--- src/rtl/bcd_sub_if.sv ---
// Start/busy/done handshake and operand/result bundle
// for the digit-serial BCD subtractor.
`timescale 1ns/1ps
interface bcd_sub_if #(
   parameter int DIGITS = 4
);
   logic                  start;
   logic [4*DIGITS-1:0]   a;
   logic [4*DIGITS-1:0]   b;
   logic                  busy;
   logic                  done;
   logic [4*DIGITS-1:0]   diff;
   logic                  neg;
   logic                  invalid;

   modport master (
      output start, a, b,
      input  busy, done, diff, neg, invalid
   );

   modport slave (
      input  start, a, b,
      output busy, done, diff, neg, invalid
   );
endinterface

--- src/rtl/bcd_subtractor_serial.sv ---
// Digit-serial |a - b| in packed BCD, LSD first, via ten's
// complement addition plus a re-complement pass when negative.
`timescale 1ns/1ps
module bcd_subtractor_serial #(
   parameter int DIGITS = 4
) (
   input  logic      clk,
   input  logic      rst,
   bcd_sub_if.slave  io
);
   localparam int W  = 4 * DIGITS;
   localparam int IW = (DIGITS > 1) ? $clog2(DIGITS) : 1;
   localparam logic [IW-1:0] LAST = IW'(DIGITS - 1);

   typedef enum logic [1:0] {IDLE, SUB, FIX, DONE} state_t;

   state_t          state_q, state_d;
   logic [W-1:0]    a_q, a_d;
   logic [W-1:0]    b_q, b_d;
   logic [W-1:0]    d_q, d_d;
   logic [IW-1:0]   i_q, i_d;
   logic            c_q, c_d;
   logic [W-1:0]    diff_q, diff_d;
   logic            neg_q, neg_d;
   logic            inv_q, inv_d;
   logic            busy_q, busy_d;
   logic            done_q, done_d;

   logic [4:0]      t;
   logic [4:0]      tc;
   logic [3:0]      dig;
   logic            carry;

   function automatic logic has_bad(input logic [W-1:0] x);
      logic bad;
      bad = 1'b0;
      for (int k = 0; k < DIGITS; k++)
         if (x[4*k +: 4] > 4'd9) bad = 1'b1;
      return bad;
   endfunction

   always_comb begin
      state_d = state_q;
      a_d     = a_q;
      b_d     = b_q;
      d_d     = d_q;
      i_d     = i_q;
      c_d     = c_q;
      diff_d  = diff_q;
      neg_d   = neg_q;
      inv_d   = inv_q;
      t       = '0;
      tc      = '0;
      dig     = '0;
      carry   = 1'b0;

      // Both passes share the adder: SUB adds a_i, FIX adds zero.
      if (state_q == SUB)
         t = {1'b0, a_q[{i_q, 2'b00} +: 4]}
           + (5'd9 - {1'b0, b_q[{i_q, 2'b00} +: 4]})
           + {4'b0, c_q};
      else if (state_q == FIX)
         t = (5'd9 - {1'b0, d_q[{i_q, 2'b00} +: 4]})
           + {4'b0, c_q};
      tc = t - 5'd10;
      if (t > 5'd9) begin
         dig   = tc[3:0];
         carry = 1'b1;
      end else begin
         dig   = t[3:0];
      end

      unique case (state_q)
         IDLE: begin
            if (io.start) begin
               a_d = io.a;
               b_d = io.b;
               d_d = '0;
               i_d = '0;
               c_d = 1'b1;
               if (has_bad(io.a) || has_bad(io.b)) begin
                  state_d = DONE;
                  diff_d  = '0;
                  neg_d   = 1'b0;
                  inv_d   = 1'b1;
               end else begin
                  state_d = SUB;
               end
            end
         end
         SUB: begin
            d_d[{i_q, 2'b00} +: 4] = dig;
            i_d = i_q + 1'b1;
            c_d = carry;
            if (i_q == LAST) begin
               if (carry) begin
                  state_d = DONE;
                  diff_d  = d_d;
                  neg_d   = 1'b0;
                  inv_d   = 1'b0;
               end else begin
                  state_d = FIX;
                  i_d     = '0;
                  c_d     = 1'b1;
               end
            end
         end
         FIX: begin
            d_d[{i_q, 2'b00} +: 4] = dig;
            i_d = i_q + 1'b1;
            c_d = carry;
            if (i_q == LAST) begin
               state_d = DONE;
               diff_d  = d_d;
               neg_d   = 1'b1;
               inv_d   = 1'b0;
            end
         end
         DONE: state_d = IDLE;
         default: state_d = IDLE;
      endcase

      busy_d = (state_d == SUB) || (state_d == FIX);
      done_d = (state_d == DONE);
   end

   always_ff @(posedge clk or posedge rst) begin
      if (rst) begin
         state_q <= IDLE;
         a_q     <= '0;
         b_q     <= '0;
         d_q     <= '0;
         i_q     <= '0;
         c_q     <= 1'b0;
         diff_q  <= '0;
         neg_q   <= 1'b0;
         inv_q   <= 1'b0;
         busy_q  <= 1'b0;
         done_q  <= 1'b0;
      end else begin
         state_q <= state_d;
         a_q     <= a_d;
         b_q     <= b_d;
         d_q     <= d_d;
         i_q     <= i_d;
         c_q     <= c_d;
         diff_q  <= diff_d;
         neg_q   <= neg_d;
         inv_q   <= inv_d;
         busy_q  <= busy_d;
         done_q  <= done_d;
      end
   end

   assign io.busy    = busy_q;
   assign io.done    = done_q;
   assign io.diff    = diff_q;
   assign io.neg     = neg_q;
   assign io.invalid = inv_q;
endmodule

--- src/flat_wrapper.sv ---
// flat-port wrapper written by rule: the top's interface ports become plain ports
module bcd_subtractor_serial_flat 
#(
   parameter int DIGITS = 4
)
  (clk, rst, io_start, io_a, io_b, io_busy, io_done, io_diff, io_neg, io_invalid);
  bcd_sub_if #(.DIGITS(DIGITS)) io_i ();
  input  logic clk;
  input  logic rst;
  input wire logic [$bits(io_i.start)-1:0] io_start;
  input wire logic [$bits(io_i.a)-1:0] io_a;
  input wire logic [$bits(io_i.b)-1:0] io_b;
  output wire logic [$bits(io_i.busy)-1:0] io_busy;
  output wire logic [$bits(io_i.done)-1:0] io_done;
  output wire logic [$bits(io_i.diff)-1:0] io_diff;
  output wire logic [$bits(io_i.neg)-1:0] io_neg;
  output wire logic [$bits(io_i.invalid)-1:0] io_invalid;
  assign io_i.start = io_start;
  assign io_i.a = io_a;
  assign io_i.b = io_b;
  assign io_busy = io_i.busy;
  assign io_done = io_i.done;
  assign io_diff = io_i.diff;
  assign io_neg = io_i.neg;
  assign io_invalid = io_i.invalid;
  bcd_subtractor_serial #(.DIGITS(DIGITS)) u_core (.clk(clk), .rst(rst), .io(io_i));
endmodule
--- config.mk ---
export PLATFORM = sky130hd
export DESIGN_NAME = bcd_subtractor_serial_flat
export DESIGN_NICKNAME = d
export VERILOG_FILES = /design/src/rtl/bcd_sub_if.sv /design/src/rtl/bcd_subtractor_serial.sv /design/src/flat_wrapper.sv
export SDC_FILE = /design/constraint.sdc
export NUM_CORES = 1
export LEC_CHECK = 0
export ABC_AREA = 1
export ABC_CLOCK_PERIOD_IN_PS = 7500
export CELL_PAD_IN_SITES_DETAIL_PLACEMENT = 1
export CELL_PAD_IN_SITES_GLOBAL_PLACEMENT = 1
export CORE_ASPECT_RATIO = 0.5
export CORE_MARGIN = 3
export CORE_UTILIZATION = 31
export CTS_CLUSTER_SIZE = 40
export DETAILED_ROUTE_END_ITERATION = 12
export HOLD_SLACK_MARGIN = 0.03
export PLACE_DENSITY = 0.73
export SETUP_SLACK_MARGIN = 0.1
export SYNTH_ARGS = -nofsm -noshare
export SYNTH_HDL_FRONTEND = slang
export SYNTH_SLANG_ARGS = --single-unit
export TNS_END_PERCENT = 100
--- constraint.sdc ---
create_clock -name clk -period 7.5 [get_ports clk]
set_input_delay 1.5 -clock clk [delete_from_list [all_inputs] [get_ports clk]]
set_output_delay 1.5 -clock clk [all_outputs]
set_load 0.05 [all_outputs]
==> results.py, run 1 <==
metrics = {
    "power": {
        "p_int_uw": 1266,
        "p_leak_uw": 0.002586,
        "combPwrFrac_pct": 56.5,
        "seqPwrFrac_pct": 26.2,
        "ir_drop_mv": 0.1482,
        "switching_power_uw": 1193,
        "swShare_pct": 48.52,
        "p_clk_share_pct": 17.3,
        "cellPowerDensity_nw_per_um2": 478.7,
    },
    "clocking": {
        "cts_root_buf": "clkbuf_16",
        "cts_setup_buffers": 0,
        "clk_path_buf_depth": 2,
        "postCtsHoldBufs": 0,
        "post_cts_resized": 0,
        "clk_pin_slew_ns": 0.06,
        "tritoncts": "built",
        "clk_latency_ns": 0.33,
        "htree_levels": 3,
        "clock-sinks": 73,
        "cts_buffers": 9,
    },
    "die": {
        "die_area_um2": 14980,
        "start_util_pct": 32.32,
        "die_y_um": 88.07,
        "ioPinCount": 55,
        "die_w_um": 170.1,
        "rows": 29,
        "floorplan.core_area_um2": 12920,
    },
    "yosys": {
        "synthXorXnorAreaFrac_pct": 0,
        "synth_cells": 541,
        "avgSynthCellArea_um2": 7.718,
        "yosysTopAreaCell": "dfrtp_1",
        "synthTopCellsByArea": "dfrtp_1 44%, nand2_1 17%, ha_1 6.3%",
        "syn_area_um2": 4175,
        "synth_top_family_by_area": "simple AND/OR/NAND/NOR gates",
        "synth_fa_ha_area_share_pct": 7.252,
        "synth_compound_area_share_pct": 11.63,
        "synth_cell_types": 38,
        "syn_nets": 599,
        "synth-simple-area-share_pct": 26.46,
        "synth_top_area_share_pct": 43.75,
        "synth.area.mux_share_pct": 1.888,
        "ys_seq_elements": 73,
        "ys_seq_area_share_pct": 43.75,
        "yosysWarningCount": 0,
    },
    "drt": {
        "routedWlPerCell_um": 14.69,
        "ant_nets": 0,
        "drt-initial-drc-count": 183,
        "drc": 0,
        "vias_per_cell": 4.710,
        "routed_wl_um": 11240,
        "dr_total_vias": 3603,
        "dr.pass1.iters": 4,
    },
    "worst_setup_path": {
        "max_stage_delay_ns": 0.74,
        "worstRegToRegCells": 24,
        "worstPathMaxFanout": 22,
        "r2r_end": "u_core.io.diff[4]$_DFFE_PP0P_",
        "start_kind": "flop",
        "path_class": "flop to flop",
        "cp_slowest_cell": "dfrtp_1",
        "arrival_ns": 4.70,
        "r2r_start": "u_core.i_q[1]$_DFFE_PP0P_",
        "cp.required_ns": 7.72,
        "crit_path_end_kind": "flop",
        "crit_top_cell": "inv_1",
        "cp_cell_sequence": "inv_4 -> o21ai_0 -> o22ai_1 -> fa_1 -> inv_1 -> ha_1 -> inv_1 -> fa_1 -> or2_2 -> nand2_1 -> inv_1 -> ha_1 -> inv_1 -> o21ai_0 -> nand2_1 -> inv_2 -> nand2_2 -> nand2_4 -> inv_2 -> nor2_4 -> o21bai_4 -> inv_1 -> nand2_1 -> nand2_1",
        "worst-r2r-setup-slack_ns": 3.02,
    },
    "finish": {
        "multi_input_area_um2": 1972,
        "nets": 648,
        "n_antenna_cell": 0,
        "final_util_pct": 39.76,
        "syn2layout_area_growth_pct": 23.01,
        "regArea_um2": 1827,
        "drive_above_1_share_pct": 7.395,
        "fillers": 1591,
    },
    "timing": {
        "period_needed_ns": 4.483,
        "slew_violations": 0,
        "hold_ws_ns": 0.4817,
        "fin_skew_ns": 0.006342,
        "relSlewSlack_pct": 27.52,
        "setup_violations": 0,
        "worst_pin_slew_ns": 1.083,
        "fmaxAchievable_ghz": 0.2231,
        "tns_ns": 0,
        "rsz0062_at_grt": "false",
        "final.period_utilization_pct": 59.77,
        "hold_violations": 0,
    },
    "grt": {
        "grt_pass1_wl_um": 18770,
        "grt-ovfl-total": 0,
        "grt_max_degree": 74,
        "grt_use_total_pct": 15.70,
        "grt_pass1_vias": 3705,
        "antenna_found_initial": 0,
    },
    "status": {
        "status": "completed",
    },
    "placed_design": {
        "dp_hpwl_um": 8252,
        "gp_congestion": 0.8202,
        "portBuffers": 54,
    },
    "worst_hold_path": {
        "whs_path_depth": 2,
        "whs_endpoint": "u_core.io.diff[8]$_DFFE_PP0P_",
        "holdCritStartpoint": "u_core.io.diff[8]$_DFFE_PP0P_",
        "hp-class": "flop to flop",
    },
    "run": {
        "maxCapViolations": 0,
    },
}
worst max-delay path, delay by kind of cell, from the launching register on:
family,cells,cell delay [ns]
AND/OR/NAND/NOR,8,0.86
flip-flops,1,0.74
AO/OA/AOI/OAI,4,0.78
adder cells (fa/ha/maj),4,1.19
buffers and inverters,8,0.78
flip-flops by register name, indices dropped and copies added, names as in the netlist:
register	flops
u_core.i_q	2
u_core.io.invalid	1
u_core.a_q	16
u_core.c_q	1
u_core.d_q	16
u_core.io.done	1
u_core.b_q	16
u_core.io.diff	16
u_core.io.neg	1
u_core.state_q	2
u_core.io.busy	1
power groups by stage:
stage / combinational [µW] / sequential, µW / clock (µW)
after floorplan: 984 / 688 / 0
after global placement: 1350 / 648 / 0
after detailed placement: 1380 / 650 / 0
after CTS: 1410 / 645 / 434
after global routing: 1580 / 665 / 454
final: 1390 / 644 / 425
routing by layer:
| metal | share of wire [%] | global-route usage, % | vias up |
|---|---|---|---|
| li1 | - | - | 1821 |
| met1 | 49 | 21.07 | 1712 |
| met2 | 46 | 26.60 | 64 |
| met3 | 4.1 | 3.381 | 6 |
| met4 | 0.68 | 3.017 | 0 |
| met5 | 0 | 0 | - |
worst max path at each step:
stage / cells after the start / endpoint / start
floorplan: 25 / u_core.io.busy$_DFF_PP0_ / u_core.i_q[0]$_DFFE_PP0P_
global placement: 25 / u_core.io.diff[8]$_DFFE_PP0P_ / u_core.i_q[0]$_DFFE_PP0P_
detailed placement: 25 / u_core.io.diff[4]$_DFFE_PP0P_ / u_core.i_q[0]$_DFFE_PP0P_
CTS: 25 / u_core.io.diff[4]$_DFFE_PP0P_ / u_core.i_q[0]$_DFFE_PP0P_
global route: 25 / u_core.io.diff[4]$_DFFE_PP0P_ / u_core.i_q[0]$_DFFE_PP0P_
finish: 24 / u_core.io.diff[4]$_DFFE_PP0P_ / u_core.i_q[1]$_DFFE_PP0P_
cell usage after synthesis (all sizes together):
master   count
dfrtp       73
ha          21
nor2        29
o2111ai      1
clkinv       1
nand3       26
clkbuf      12
nand4        8
a22oi        1
a22o         1
nor4         3
a32o         3
o21bai       3
and2         2
o22ai        7
o21ai       46
fa           2
a21oi       21
nand2      194
mux2         7
buf          7
inv         70
or2          1
o21ba        1
nor3         1
cells in the final DEF, fill, tap and decap left out, drive strengths merged, types with 7 or more instances in the layout:
master	n
clkdlybuf4s50	54
o22ai	7
o21ai	46
ha	21
nor2	29
nand4	8
nand2	194
a21oi	21
inv	70
nand3	26
mux2	7
clkbuf	13
dfrtp	73
layout make-up:
type	instances	share of cell area, %
multi-input cells	378	38.39
well taps	170	4.141
clock buffers	13	4.872
clock inverters	3	0.7795
flip-flops and latches	73	35.57
inverters	71	5.286
repair buffers	57	10.96
cell families (layout without fill, tap and decap cells):
family | Yosys count | after routing
and+or+nand+nor | 264 | 264
AOI/OAI and AO/OA | 84 | 84
buffers and inverters | 90 | 144
adders and majority gates | 23 | 23
DFF | 73 | 73
muxes | 7 | 7
per-stage QoR:
stage | power, µW | area [µm²] | worst slack (ns) | cells
finish | 2459 | 5136 | 3.017 | 765
global route | 2702 | 5136 | 2.598 | 765
CTS | 2485 | 5136 | 2.946 | 765
detailed placement | 2030 | 4846 | 3.062 | 749
global placement | 2002 | 4846 | 3.204 | 749
floorplan | 1672 | 4175 | 3.470 | 541
Power figures use the tool's default switching activity.
==> run 2: changes to the inputs <==
--- a/config.mk
+++ b/config.mk
@@ -6,7 +6,7 @@
 export NUM_CORES = 1
 export LEC_CHECK = 0
 export ABC_AREA = 1
-export ABC_CLOCK_PERIOD_IN_PS = 7500
+export ABC_CLOCK_PERIOD_IN_PS = 3700
 export CELL_PAD_IN_SITES_DETAIL_PLACEMENT = 1
 export CELL_PAD_IN_SITES_GLOBAL_PLACEMENT = 1
 export CORE_ASPECT_RATIO = 0.5
@@ -15,7 +15,7 @@
 export CTS_CLUSTER_SIZE = 40
 export DETAILED_ROUTE_END_ITERATION = 12
 export HOLD_SLACK_MARGIN = 0.03
-export PLACE_DENSITY = 0.73
+export PLACE_DENSITY = 0.75
 export SETUP_SLACK_MARGIN = 0.1
 export SYNTH_ARGS = -nofsm -noshare
 export SYNTH_HDL_FRONTEND = slang
==> constraint.sdc (replaced) <==
create_clock -name clk -period 3.7 [get_ports clk]
set_input_delay 0.74 -clock clk [delete_from_list [all_inputs] [get_ports clk]]
set_output_delay 0.74 -clock clk [all_outputs]
set_load 0.05 [all_outputs]
==> results.py, run 2 (synthesized netlist as in run 1, its figures left out) <==
metrics = {
    "status": {
        "status": "completed",
    },
    "die": {
        "die_y_um": 88.07,
        "ioPinCount": 55,
        "die_area_um2": 14980,
        "start_util_pct": 32.32,
        "floorplan.core_area_um2": 12920,
        "die_w_um": 170.1,
        "rows": 29,
    },
    "timing": {
        "setup_slack_ns": 0.07827,
        "rsz0062_at_grt": "true",
        "relSlewSlack_pct": 51.83,
        "worst_pin_slew_ns": 0.7160,
        "period_needed_ns": 3.622,
        "fin_skew_ns": 0.006803,
        "slew_violations": 0,
        "hold_violations": 0,
        "setup_violations": 0,
        "tns_ns": 0,
        "final.period_utilization_pct": 97.88,
        "fmaxAchievable_ghz": 0.2761,
    },
    "clocking": {
        "clock-sinks": 73,
        "cts_buffers": 9,
        "clk_pin_slew_ns": 0.06,
        "postCtsHoldBufs": 0,
        "htree_levels": 3,
        "tritoncts": "built",
        "cts_root_buf": "clkbuf_16",
        "clk_latency_ns": 0.34,
        "clk_path_buf_depth": 2,
    },
    "drt": {
        "routedWlPerCell_um": 15.15,
        "drt-initial-drc-count": 158,
        "dr.pass1.iters": 4,
        "ant_nets": 0,
        "dr_total_vias": 3792,
        "drc": 0,
        "routed_wl_um": 11990,
        "vias_per_cell": 4.794,
    },
    "finish": {
        "nets": 674,
        "mostFrequentLayoutCells": "166 x nand2_1, 71 x dfrtp_1, 58 x inv_1",
        "multi_input_area_um2": 2191,
        "fillers": 1574,
        "drive_above_1_share_pct": 19.48,
        "n_antenna_cell": 0,
        "regArea_um2": 1829,
        "syn2layout_area_growth_pct": 34.58,
        "final_common_cell": "nand2_1",
        "final_cells": 791,
    },
    "grt": {
        "grt_pass1_vias": 3802,
        "grt_pass1_wl_um": 18840,
        "grt-ovfl-total": 0,
        "grt_use_total_pct": 15.74,
        "antenna_found_initial": 0,
        "grt_max_degree": 58,
    },
    "placed_design": {
        "portBuffers": 54,
        "place_inst": 757,
        "dp_hpwl_um": 8592,
        "pre_cts_ws_ns": -0.002298,
        "gp_congestion": 0.8444,
    },
    "worst_setup_path": {
        "crit_top_cell": "inv_2",
        "start_kind": "flop",
        "cp.required_ns": 3.97,
        "startpoint": "u_core.i_q[0]$_DFFE_PP0P_",
        "cp_top_family": "adder cells",
        "arrival_ns": 3.89,
        "max_stage_delay_ns": 0.47,
        "worstPathMaxFanout": 10,
        "crit_path_end_kind": "flop",
        "r2r_start": "u_core.i_q[0]$_DFFE_PP0P_",
        "path_class": "flop to flop",
        "critPathBufInv": 9,
        "cp_slowest_cell": "dfrtp_2",
    },
    "power": {
        "p_leak_uw": 0.002818,
        "ir_drop_mv": 0.3904,
        "cellPowerDensity_nw_per_um2": 1051,
    },
    "worst_hold_path": {
        "hp-class": "flop to flop",
        "holdCritStartpoint": "u_core.io.diff[8]$_DFFE_PP0P_",
    },
    "run": {
        "maxCapViolations": 0,
    },
}
run 2: cell count changes in the layout (fill, tap and decap cells not counted), sizes merged:
cell / before / now
buf: 3 / 26
bufinv: 1 / 0
clkbuf: 13 / 16
clkinvlp: 0 / 1
run 2: final timing paths:
kind                       slack, ns                              to  cells past startpoint
max                             0.08  u_core.io.diff[15]$_DFFE_PP0P_                     25
min                             0.48   u_core.io.diff[8]$_DFFE_PP0P_                      2
min in group asynchronous       0.83          u_core.c_q$_DFFE_PP0P_                      2
min reg2reg                     0.48   u_core.io.diff[8]$_DFFE_PP0P_                      2
max reg2reg                     0.08  u_core.io.diff[15]$_DFFE_PP0P_                     25
max in group asynchronous       2.09       u_core.a_q[1]$_DFFE_PP0P_                      3
run 2: metrics by stage:
| step | power (µW) | utilization, % | hold slack, ns | area (µm²) |
|---|---|---|---|---|
| after global routing | 6423 | 43.50 | 0.4995 | 5619 |
| final | 5906 | 43.50 | 0.4793 | 5619 |
| after detailed placement | 4319 | 38.39 | 0.4743 | 4959 |
| after CTS | 5236 | 41.02 | 0.4879 | 5299 |
| after global placement | 4217 | 38.39 | 0.4664 | 4959 |
| after floorplan | 3478 | - | 0.4478 | 4254 |
run 2: power by group:
group	internal [µW]	switching, µW
logic	1490	2310
clock network	490	326
registers	1100	198
run 2: area by class of cell:
| type | instances | area share, % |
|---|---|---|
| Tap cell | 170 | 3.785 |
| Timing Repair inverter | 1 | 0.1113 |
| Clock inverter | 2 | 0.2227 |
| Multi-Input combinational cell | 378 | 38.99 |
| Sequential cell | 73 | 32.55 |
| Timing Repair Buffer | 82 | 14.63 |
| Inverter | 71 | 5.010 |
| Clock buffer | 14 | 4.698 |
run 2: worst reg2reg max path, cell delays in order (launching register included):
cell	delay, ns
dfrtp_2	0.47
buf_6	0.16
o21ai_2	0.12
a21oi_2	0.09
fa_2	0.38
inv_2	0.07
ha_4	0.13
inv_2	0.03
fa_1	0.44
or2_4	0.27
nand2_4	0.07
inv_4	0.05
ha_4	0.15
inv_2	0.04
o21ai_2	0.04
nand2_1	0.08
inv_2	0.05
nand2_4	0.07
nand2_4	0.08
inv_4	0.08
nor2_4	0.04
o21bai_4	0.20
buf_4	0.17
clkbuf_16	0.15
nand2_1	0.05
nand2_1	0.06
run 2: timing repair:
item                       4_1_cts  5_1_grt
cloned                           0        3
setup endpoints to repair       24       34
hold endpoints to repair         0        0
gates resized for setup          5       61
setup buffers                    5       10
pin swaps                        0       21
run 2: per-layer routing:
metal / vias up / track usage, % / part of all wire [%]
met1: 1849 / 20.80 / 49
met5: - / 0 / 0
met4: 0 / 3.826 / 1.2
met2: 53 / 26.56 / 47
li1: 1877 / - / -
met3: 13 / 3.607 / 3.3
==> run 3: changes to the inputs <==
--- a/config.mk
+++ b/config.mk
@@ -11,11 +11,11 @@
 export CELL_PAD_IN_SITES_GLOBAL_PLACEMENT = 1
 export CORE_ASPECT_RATIO = 0.5
 export CORE_MARGIN = 3
-export CORE_UTILIZATION = 31
+export CORE_UTILIZATION = 23
 export CTS_CLUSTER_SIZE = 40
 export DETAILED_ROUTE_END_ITERATION = 12
 export HOLD_SLACK_MARGIN = 0.03
-export PLACE_DENSITY = 0.75
+export PLACE_DENSITY = 0.61
 export SETUP_SLACK_MARGIN = 0.1
 export SYNTH_ARGS = -nofsm -noshare
 export SYNTH_HDL_FRONTEND = slang
==> results.py, run 3 (synthesized netlist as in run 1, its figures left out) <==
metrics = {
    "power": {
        "p_leak_uw": 0.002880,
        "ir_drop_mv": 0.3845,
        "power_uw": 6130,
        "cellPowerDensity_nw_per_um2": 1054,
    },
    "die": {
        "die_y_um": 101.3,
        "die_area_um2": 19900,
        "floorplan.core_area_um2": 17570,
        "rows": 34,
        "ioPinCount": 55,
        "die_w_um": 196.5,
        "start_util_pct": 23.76,
    },
    "clocking": {
        "cts_root_buf": "clkbuf_16",
        "clk_latency_ns": 0.33,
        "clock-sinks": 73,
        "clk_path_buf_depth": 2,
        "clk_pin_slew_ns": 0.06,
        "cts_buffers": 9,
        "htree_levels": 3,
        "tritoncts": "built",
    },
    "grt": {
        "grt_pass1_wl_um": 20790,
        "grt_use_total_pct": 12.92,
        "grt_pass1_vias": 3966,
        "antenna_found_initial": 0,
        "grt-ovfl-total": 0,
        "grt_max_degree": 74,
    },
    "timing": {
        "relSlewSlack_pct": 44.87,
        "period_needed_ns": 3.611,
        "setup_slack_ns": 0.08929,
        "final.period_utilization_pct": 97.59,
        "fin_skew_ns": 0.004720,
        "fmaxAchievable_ghz": 0.2770,
        "rsz0062_at_grt": "true",
        "worst_pin_slew_ns": 0.8194,
        "setup_violations": 0,
        "hold_violations": 0,
        "slew_violations": 0,
    },
    "drt": {
        "vias_per_cell": 4.371,
        "routed_wl_um": 12350,
        "dr.pass1.iters": 4,
        "ant_nets": 0,
        "drc": 0,
        "routedWlPerCell_um": 14.30,
        "dr_total_vias": 3772,
        "drt-initial-drc-count": 205,
    },
    "worst_hold_path": {
        "hp-class": "flop to flop",
    },
    "worst_setup_path": {
        "r2r_end": "u_core.io.diff[5]$_DFFE_PP0P_",
        "start_kind": "flop",
        "crit_top_cell": "inv_2",
        "max_stage_delay_ns": 0.47,
        "startpoint": "u_core.i_q[0]$_DFFE_PP0P_",
        "r2r_start": "u_core.i_q[0]$_DFFE_PP0P_",
        "cp-endpoint": "u_core.io.diff[5]$_DFFE_PP0P_",
        "cp.required_ns": 3.97,
        "worst-r2r-setup-slack_ns": 0.09,
        "path_class": "flop to flop",
        "arrival_ns": 3.88,
        "worstPathMaxFanout": 6,
        "worstRegToRegCells": 26,
        "cp_slowest_cell": "fa_1",
        "crit_path_end_kind": "flop",
    },
    "finish": {
        "syn2layout_area_growth_pct": 39.29,
        "final_common_cell": "nand2_1",
        "drive_above_1_share_pct": 22.58,
        "n_antenna_cell": 0,
        "mostFrequentLayoutCells": "159 x nand2_1, 72 x dfrtp_1, 57 x inv_1",
        "fillers": 2109,
        "nets": 683,
    },
    "run": {
        "maxCapViolations": 0,
    },
    "placed_design": {
        "portBuffers": 54,
        "gp_congestion": 0.7624,
        "pre_cts_ws_ns": -0.003509,
        "dp_hpwl_um": 9068,
    },
    "status": {
        "status": "completed",
    },
}
-- run 3: cell count changes in the layout (fill, tap and decap cells not counted), moves of 2 or more --
cell	delta
nand2_4	+2
nand3_2	+3
o21ai_0	-2
nand2_1	-7
buf_6	+3
buf_4	+5
nand3_1	-2
nand2_2	+5
clkbuf_1	-2
o21ai_2	+3
-- run 3: layout make-up --
cell class | count | area, µm² | area share [%]
Timing Repair inverter | 1 | 7.507 | 0.1291
Clock buffer | 12 | 256.5 | 4.410
Multi-Input combinational cell | 378 | 2221 | 38.19
Tap cell | 234 | 292.8 | 5.034
Timing Repair Buffer | 91 | 893.4 | 15.36
Sequential cell | 73 | 1828 | 31.43
Clock inverter | 3 | 40.04 | 0.6885
Inverter | 71 | 276.5 | 4.755
-- run 3: power by group --
group	switching, µW	total, µW	internal (µW)
sequential	212	1310	1100
combinational	2340	3950	1600
clock	324	877	553
-- run 3: critical path, delay by kind of cell (launching register included) --
family | cells | cell delay [ns]
AO/OA/AOI/OAI | 4 | 0.46
adder cells (fa/ha/maj) | 4 | 1.06
buffers and inverters | 9 | 0.83
flip-flops | 1 | 0.46
AND/OR/NAND/NOR | 9 | 0.69
-- run 3: layer usage --
layer  track usage, %  part of all wire [%]  vias to the layer above
li1                 -                     -                     1889
met1            18.01                    50                     1825
met2            21.03                    46                       49
met3            2.625                   2.9                        9
met4            2.627                  0.75                        0
met5                0                     0                        -
-- run 3: repair_timing --
item / CTS / global route
setup endpoints to repair: 13 / 32
pin swaps: 3 / 13
hold buffers: 0 / 0
cloned: 3 / 0
buffers inserted: 12 / 4
resized for setup: 31 / 50
-- run 3: worst min-delay path by stage --
stage / start / cells past startpoint / to / slack [ns]
after floorplan: u_core.a_q[10]$_DFFE_PP0P_ / 2 / u_core.a_q[10]$_DFFE_PP0P_ / 0.45
after global placement: u_core.a_q[9]$_DFFE_PP0P_ / 2 / u_core.a_q[9]$_DFFE_PP0P_ / 0.47
after detailed placement: u_core.io.diff[4]$_DFFE_PP0P_ / 2 / u_core.io.diff[4]$_DFFE_PP0P_ / 0.47
after CTS: u_core.io.diff[8]$_DFFE_PP0P_ / 2 / u_core.io.diff[8]$_DFFE_PP0P_ / 0.48
after global routing: u_core.io.diff[12]$_DFFE_PP0P_ / 2 / u_core.io.diff[12]$_DFFE_PP0P_ / 0.51
final: u_core.io.diff[8]$_DFFE_PP0P_ / 2 / u_core.io.diff[8]$_DFFE_PP0P_ / 0.48
-- run 3: metrics by stage --
stage	utilization, %	setup TNS (ns)	instance area [µm²]	instances	hold WS (ns)
detailed placement	29.09	-0.003509	5111	829	0.4681
finish	33.10	0	5816	863	0.4760
global route	33.10	-1.894	5816	863	0.5135
CTS	32.10	0	5639	859	0.4835
floorplan	-	0	4254	541	0.4478
global placement	29.09	0	5111	829	0.4691
